File: src/rtl/ps2_pkg.sv
// Shared PS/2 scan-code constants and decoder FSM state encoding
// for the digit-entry path (ps2_scan_decode, ps2_digit_buffer).
package ps2_pkg;

    localparam logic [7:0] SC_BRK  = 8'hF0;
    localparam logic [7:0] SC_EXT  = 8'hE0;
    localparam logic [7:0] SC_BKSP = 8'h66;
    localparam logic [7:0] SC_ESC  = 8'h76;

    localparam logic [7:0] SC_D0 = 8'h45;
    localparam logic [7:0] SC_D1 = 8'h16;
    localparam logic [7:0] SC_D2 = 8'h1E;
    localparam logic [7:0] SC_D3 = 8'h26;
    localparam logic [7:0] SC_D4 = 8'h25;
    localparam logic [7:0] SC_D5 = 8'h2E;
    localparam logic [7:0] SC_D6 = 8'h36;
    localparam logic [7:0] SC_D7 = 8'h3D;
    localparam logic [7:0] SC_D8 = 8'h3E;
    localparam logic [7:0] SC_D9 = 8'h46;

    localparam logic [7:0] SC_KP0 = 8'h70;
    localparam logic [7:0] SC_KP1 = 8'h69;
    localparam logic [7:0] SC_KP2 = 8'h72;
    localparam logic [7:0] SC_KP3 = 8'h7A;
    localparam logic [7:0] SC_KP4 = 8'h6B;
    localparam logic [7:0] SC_KP5 = 8'h73;
    localparam logic [7:0] SC_KP6 = 8'h74;
    localparam logic [7:0] SC_KP7 = 8'h6C;
    localparam logic [7:0] SC_KP8 = 8'h75;
    localparam logic [7:0] SC_KP9 = 8'h7D;

    typedef enum logic [1:0] {
        ST_IDLE    = 2'd0,
        ST_BRK     = 2'd1,
        ST_EXT     = 2'd2,
        ST_EXT_BRK = 2'd3
    } state_e;

endpackage

File: src/rtl/ps2_scan_decode.sv
// Combinational scan-code classifier: byte -> digit/value, backspace, escape.
// Ports: code_i (scan byte); is_digit_o, value_o, is_bksp_o, is_esc_o.
// Macro PS2_KEYPAD_EN: also accept numeric-keypad make codes as digits.
module ps2_scan_decode
    import ps2_pkg::*;
(
    input  logic [7:0] code_i,
    output logic       is_digit_o,
    output logic [3:0] value_o,
    output logic       is_bksp_o,
    output logic       is_esc_o
);

    always_comb begin
        is_digit_o = 1'b0;
        value_o    = 4'd0;
        is_bksp_o  = 1'b0;
        is_esc_o   = 1'b0;
        case (code_i)
            SC_D0:   begin is_digit_o = 1'b1; value_o = 4'd0; end
            SC_D1:   begin is_digit_o = 1'b1; value_o = 4'd1; end
            SC_D2:   begin is_digit_o = 1'b1; value_o = 4'd2; end
            SC_D3:   begin is_digit_o = 1'b1; value_o = 4'd3; end
            SC_D4:   begin is_digit_o = 1'b1; value_o = 4'd4; end
            SC_D5:   begin is_digit_o = 1'b1; value_o = 4'd5; end
            SC_D6:   begin is_digit_o = 1'b1; value_o = 4'd6; end
            SC_D7:   begin is_digit_o = 1'b1; value_o = 4'd7; end
            SC_D8:   begin is_digit_o = 1'b1; value_o = 4'd8; end
            SC_D9:   begin is_digit_o = 1'b1; value_o = 4'd9; end
`ifdef PS2_KEYPAD_EN
            SC_KP0:  begin is_digit_o = 1'b1; value_o = 4'd0; end
            SC_KP1:  begin is_digit_o = 1'b1; value_o = 4'd1; end
            SC_KP2:  begin is_digit_o = 1'b1; value_o = 4'd2; end
            SC_KP3:  begin is_digit_o = 1'b1; value_o = 4'd3; end
            SC_KP4:  begin is_digit_o = 1'b1; value_o = 4'd4; end
            SC_KP5:  begin is_digit_o = 1'b1; value_o = 4'd5; end
            SC_KP6:  begin is_digit_o = 1'b1; value_o = 4'd6; end
            SC_KP7:  begin is_digit_o = 1'b1; value_o = 4'd7; end
            SC_KP8:  begin is_digit_o = 1'b1; value_o = 4'd8; end
            SC_KP9:  begin is_digit_o = 1'b1; value_o = 4'd9; end
`endif
            SC_BKSP: is_bksp_o = 1'b1;
            SC_ESC:  is_esc_o  = 1'b1;
            default: ;
        endcase
    end

endmodule

File: src/rtl/ps2_digit_buffer.sv
// N-digit BCD entry buffer fed by PS/2 scan bytes (make/break/extended aware).
// Ports: clk, rst (sync, active-high), rx_valid, rx_data[7:0], clr;
//        digits[4N-1:0] ([3:0] newest), digit_count, key_strobe, overflow.
// Macro PS2_KEYPAD_EN (in ps2_scan_decode): keypad digits accepted too.
module ps2_digit_buffer
    import ps2_pkg::*;
#(
    parameter int          NUM_DIGITS = 4,
    parameter logic [3:0]  BLANK_CODE = 4'hF,
    localparam int         CW         = $clog2(NUM_DIGITS + 1),
    localparam int         W          = 4 * NUM_DIGITS
)
(
    input  logic          clk,
    input  logic          rst,
    input  logic          rx_valid,
    input  logic [7:0]    rx_data,
    input  logic          clr,
    output logic [W-1:0]  digits,
    output logic [CW-1:0] digit_count,
    output logic          key_strobe,
    output logic          overflow
);

    localparam logic [W-1:0]  BLANK_ALL = {NUM_DIGITS{BLANK_CODE}};
    localparam logic [CW-1:0] FULL      = CW'(NUM_DIGITS);

    state_e        state_q;
    logic [W-1:0]  digits_q;
    logic [CW-1:0] count_q;
    logic          strobe_q;
    logic          ovf_q;

    logic          is_digit;
    logic [3:0]    value;
    logic          is_bksp;
    logic          is_esc;
    logic [W-1:0]  shl_d;
    logic [W-1:0]  shr_d;

    ps2_scan_decode u_decode (
        .code_i     (rx_data),
        .is_digit_o (is_digit),
        .value_o    (value),
        .is_bksp_o  (is_bksp),
        .is_esc_o   (is_esc)
    );

    // Shift by whole nibbles; with one digit the left shift is a replace.
    always_comb begin
        shl_d            = digits_q << 4;
        shl_d[3:0]       = value;
        shr_d            = digits_q >> 4;
        shr_d[W-1 -: 4]  = BLANK_CODE;
    end

    always_ff @(posedge clk) begin
        if (rst) begin
            state_q  <= ST_IDLE;
            digits_q <= BLANK_ALL;
            count_q  <= '0;
            strobe_q <= 1'b0;
            ovf_q    <= 1'b0;
        end else begin
            strobe_q <= 1'b0;
            if (clr) begin
                state_q  <= ST_IDLE;
                digits_q <= BLANK_ALL;
                count_q  <= '0;
                ovf_q    <= 1'b0;
            end else if (rx_valid) begin
                unique case (state_q)
                    ST_IDLE: begin
                        if (rx_data == SC_EXT) begin
                            state_q <= ST_EXT;
                        end else if (rx_data == SC_BRK) begin
                            state_q <= ST_BRK;
                        end else if (is_digit) begin
                            digits_q <= shl_d;
                            strobe_q <= 1'b1;
                            if (count_q == FULL) ovf_q <= 1'b1;
                            else count_q <= count_q + CW'(1);
                        end else if (is_bksp && count_q != '0) begin
                            digits_q <= shr_d;
                            count_q  <= count_q - CW'(1);
                            strobe_q <= 1'b1;
                        end else if (is_esc) begin
                            // Empty, non-overflowed buffer does not change.
                            strobe_q <= (count_q != '0) || ovf_q;
                            digits_q <= BLANK_ALL;
                            count_q  <= '0;
                            ovf_q    <= 1'b0;
                        end
                    end
                    ST_EXT: begin
                        if (rx_data == SC_BRK) state_q <= ST_EXT_BRK;
                        else if (rx_data != SC_EXT) state_q <= ST_IDLE;
                    end
                    ST_BRK:     state_q <= ST_IDLE;
                    ST_EXT_BRK: state_q <= ST_IDLE;
                endcase
            end
        end
    end

    assign digits      = digits_q;
    assign digit_count = count_q;
    assign key_strobe  = strobe_q;
    assign overflow    = ovf_q;

endmodule

File: config.mk
export PLATFORM = sky130hd
export DESIGN_NAME = ps2_digit_buffer
export DESIGN_NICKNAME = d
export VERILOG_FILES = /design/src/rtl/ps2_pkg.sv /design/src/rtl/ps2_scan_decode.sv /design/src/rtl/ps2_digit_buffer.sv
export SDC_FILE = /design/constraint.sdc
export NUM_CORES = 1
export LEC_CHECK = 0
export CORE_ASPECT_RATIO = 1.4
export CORE_UTILIZATION = 45
export DETAILED_ROUTE_END_ITERATION = 7
export PLACE_DENSITY_LB_ADDON = 0.2
export SKIP_CTS_REPAIR_TIMING = 1
export SLEW_MARGIN = 10
export SYNTH_ARGS = -nofsm -noshare
export SYNTH_HDL_FRONTEND = slang
export SYNTH_SLANG_ARGS = --single-unit
File: constraint.sdc
create_clock -name clk -period 2.5 [get_ports clk]
set_clock_uncertainty 0.2 [all_clocks]
set_input_delay 0.625 -clock clk [delete_from_list [all_inputs] [get_ports clk]]
set_output_delay 0.625 -clock clk [all_outputs]
set_load 0.005 [all_outputs]
# == Word level (Yosys, flattened, before mapping) ==
# Cells that the tools add are included.
# op_classes
n_addsub,2
n_eq_ne,24
mux,23
n_bitwise,4
n_reduce_logical,14
# op_table
op,n
"8-bit by 6-bit equality test with 1-bit output, second input constant",6
16-bit 2-to-1 mux,3
4-bit one-hot mux with 9 select lines,1
"8-bit by 7-bit equality test with 1-bit output, second input constant",4
"8-bit by 5-bit equality test with 1-bit output, second input constant",2
"8-bit equality test, second input constant",2
3-bit 2-to-1 mux,4
1-bit 2-to-1 mux,10
10-bit OR reduction,1
2-bit 2-to-1 mux,4
"8-bit inequality test, second input constant",1
7-bit AND reduction,1
"3-bit inequality test, second input constant",2
2-bit one-hot mux with 3 select lines,1
6-bit AND reduction,1
3-bit nonzero test,2
6-bit OR reduction,1
5-bit AND reduction,1
"2-bit equality test, second input constant",2
"2-bit inequality test, second input constant",2
1-bit NOT,4
2-bit OR reduction,2
"3-bit by 1-bit adder with 3-bit output, second input constant",1
"3-bit equality test, second input constant",1
8 further kinds,8
# word_totals
ff_bits,23
in_bits,12
output_inout_bits,21
elab_cells,72

# == Depth between registers and ports, before layout ==
# depth
word_depth,5
depth_mapped,9
depth_no_buf,8

# == Modules after synthesis ==
# From an unflattened synthesis, not the netlist that was laid out.
# unflattened
hier_cells,195
area_unflattened_um2,1584.0
# modules_own_cells
mod,instances,cells_each,area_per_inst_um2,seq_area_each_um2
ps2_digit_buffer,1,161,1342.5,460.4
ps2_scan_decode,1,34,241.5,0.0

# == Least setup slack after synthesis ==
# No wires, ideal clock.
# synth_timing
kind,input to register
startpoint,in rx_data[0]
endpoint,reg count_q[0] (netlist: digit_count[0])
setup_time_ns,0.126
arrival_ns,2.213
required_ns,2.174
path_slack_ns,-0.039
cell_stages,8
n_path_buf,2
path_cell_list,buf_4 > or3b_4 > a2111oi_4 > o21ai_2 > a31o_4 > buf_6 > o211ai_2 > o41ai_2
# synth_between
elab_chain_len,5
elab_cells_between_ends,26
classes_between,15 x eq/ne; 5 x mux; 2 x bitwise; 4 x reduce/logical
# synth_lines
item,line_no,rtl
start: declaration,ps2_digit_buffer.sv:17,"input logic [7:0] rx_data,"
8-bit by 7-bit equality test with 1-bit output (tied with other cells),ps2_scan_decode.sv:19,case (code_i)
10-bit OR reduction (no line) or 1-bit 2-to-1 mux (tied branches),n/a,
1-bit 2-to-1 mux or 1-bit logical AND (tied branches),"ps2_scan_decode.sv:19, ps2_digit_buffer.sv:83",
2-bit inequality test (no line) (tied with other cells),n/a,
6-bit AND reduction (no line) or 3-bit 2-to-1 mux (tied branches),n/a,
end signal: assignment,ps2_digit_buffer.sv:82,else count_q <= count_q + CW'(1);
end signal: assignment,ps2_digit_buffer.sv:85,count_q <= count_q - CW'(1);
end: declaration,ps2_digit_buffer.sv:30,logic [CW-1:0] count_q;
# Several ways; a longest one is shown, not always the timed one.
# A chain may end at the register's enable or synchronous reset.

# == Worst setup path after layout ==
# layout_timing
startpoint,in rx_data[1]
endpoint,reg count_q[2] (netlist: digit_count[2])
# Same word-level chain as after synthesis.

==> results.txt <==
clock latency on the worst-skew pair = 260 ps
Worst Max-Slew Pin Slew = 578 ps
post-synthesis sequential area ratio = 30.9%
Mapped Cells = 177
row count = 24
DR pass1 iterations = 4
Post-synth ARST share = 0%
Final #Nets = 257
ANT nets after route = 0
Placement Cell Area = 2050 um2
most frequent cells in the layout = buf_4, clkdlybuf4s50_1, dfxtp_1
Final Critical Period = 2430 ps
Fillers = 258
DRT met1 WL = 1910 um
routed length on met3 = 194 um
CTS tree = built
Clock Sinks = 23
CP max stage cell = a2111oi_4
crit-path max cell delay = 430 ps
vias in the first global route = 1655
CP cell instances = buf_4, or3b_4, a2111oi_4, o21ai_4, a31oi_4, o21ai_2, a221oi_2
maxcap violations = 0
initial antenna violation count = 0
chip width = 50.6 um
Hold WS = 308 ps
hold wc startpoint = overflow
grt ovf = 0
number of unique standard cell types used by synthesis = 51
Mapped Area = 1490 um2
first-pass GRT wire length = 7400 um
Slew Limit Fails = 0
WP buf/inv = 1
syn_area_per_cell = 8.41 um2
CP Max Fanout = 9
data arrival time of the worst path = 2420 ps
Iter 0 DRT Violations = 46
Post-synth EDFFs = 0
Detailed Place HPWL = 3370 um
largest net degree at the start of global routing = 25
#FFs+latches synth = 23
H-tree depth = 1
die area = 3550 um2
ys flop type = dfxtp_1
vias per std cell = 6.14
PwrDens = 332 nW/um2
DRC = 0
clock buffer depth = 2
Avg WL per Cell = 17.2 um
Final Cycle Share = 97.4%
met2 WL post-DR = 2590 um
peak supply drop = 0.365 mV
Synth top area share = 30.9%
Die Ht = 70.1 um
Crit. End Element = flop
root buffer cell = clkbuf_8
CP startpoint kind = primary input
Final Wtd Congestion = 0.827
Initial Util = 47.7%
worst reg2reg startpoint = digit_count[0]
cts bufs inserted = 3
layout cells sized above 1 = 29.0%
Hold Vio Cnt, Final = 0
GRT Total Usage = 26.6%
status = finished clean
syn nets = 192
Port-buffer cells = 32
Setup Crit Path Kind = primary input to flop
P&R area growth vs syn = 48.7%
Critical path origin = rx_data[1]
core area = 3120 um2
num ports = 33
Final setup viols = 0
final WL = 4810 um
Inserted Diodes = 0
Clock Pin Slew Worst Setup and Hold Paths = 80 ps
Area contributors post-synth = dfxtp_1, a21oi_1, nor2_1
fmax = 411 MHz
HP Class = flop to flop
Max-slew headroom = 61.2%
final instance area = 2210 um2
leak pwr = 0.000861 uW
Synth Warn # = 0
largest area contributor in the netlist = dfxtp_1
crit-path leading delay family = compound AO/OA/AOI/OAI gates
commonest non-fill, non-tap cell in the layout = buf_4
routed via count = 1718
top layer in use = met4
CP required = 2480 ps
tightest hold or removal path: stages (launching register included):
cell	delay (ps)
dfxtp_1	330
o21ai_0	80
a21oi_1	60
cell families after synthesis:
group	share of synthesized area [%]
multiplexers	0.672
buffers and inverters	6.30
flip-flops	30.9
AO/OA/AOI/OAI	33.0
adder cells (fa/ha/maj)	2.52
AND/OR/NAND/NOR	25.4
XOR/XNOR	1.18
Yosys cell counts (3+ instances only):
| master | count |
|---|---|
| a21oi_1 | 15 |
| nand2b_1 | 7 |
| buf_2 | 3 |
| dfxtp_1 | 23 |
| ha_1 | 3 |
| nand4_1 | 3 |
| o21ai_0 | 6 |
| buf_6 | 3 |
| inv_1 | 6 |
| o21ai_1 | 11 |
| nor3_1 | 6 |
| a21boi_0 | 3 |
| o22ai_1 | 5 |
| nand3b_1 | 3 |
| nand2_1 | 12 |
| clkbuf_1 | 4 |
| o221ai_1 | 6 |
| nor2_1 | 15 |
layout make-up:
cell class / count / area (um2) / share of cell area, %
tap: 39 / 48.8 / 2.20
sequential: 23 / 460 / 20.8
timing repair buffer: 70 / 613 / 27.7
clock buffer: 4 / 45.0 / 2.03
inverter: 6 / 22.5 / 1.02
multi-input combinational: 138 / 1020 / 46.3
state kept, by name (all words and copies together) (netlist names):
name and count:
digits 16, digit_count 3, state_q 2, key_strobe 1
overflow 1
power by group:
| part | switching [uW] | total (uW) | leakage, uW | internal (uW) |
|---|---|---|---|---|
| registers | 1.46 | 369 | 0.000186 | 368 |
| logic | 70.1 | 134 | 0.000652 | 63.4 |
| clock network | 119 | 233 | 0.0000228 | 114 |
| total | 190 | 735 | 0.000861 | 545 |
layer usage:
metal  up-vias  GRT usage, %
met2        61          49.5
li1        799             -
met4         0          11.4
met3        14          1.96
met5         -             0
met1       844          29.8
metrics by stage:
step / util, % / TNS, ps / worst slack, ps / power [uW] / cells
2_1_floorplan: - / -22.9 / -21.5 / 440 / 177
3_3_place_gp: 65.7 / -8440 / -445 / 499 / 271
3_5_place_dp: 65.7 / -9990 / -533 / 502 / 271
4_1_cts: 67.2 / -4490 / -282 / 726 / 275
5_1_grt: 70.9 / -4.85 / -4.85 / 755 / 280
6_report: 70.9 / 0 / 65.6 / 735 / 280
final timing paths:
path,endpoint,cells past startpoint,slack [ps]
min,overflow,2,310
max reg2reg,digit_count[2],8,180
max,digit_count[2],7,70
min reg2reg,overflow,2,310
(Power assumes the default switching activity.)
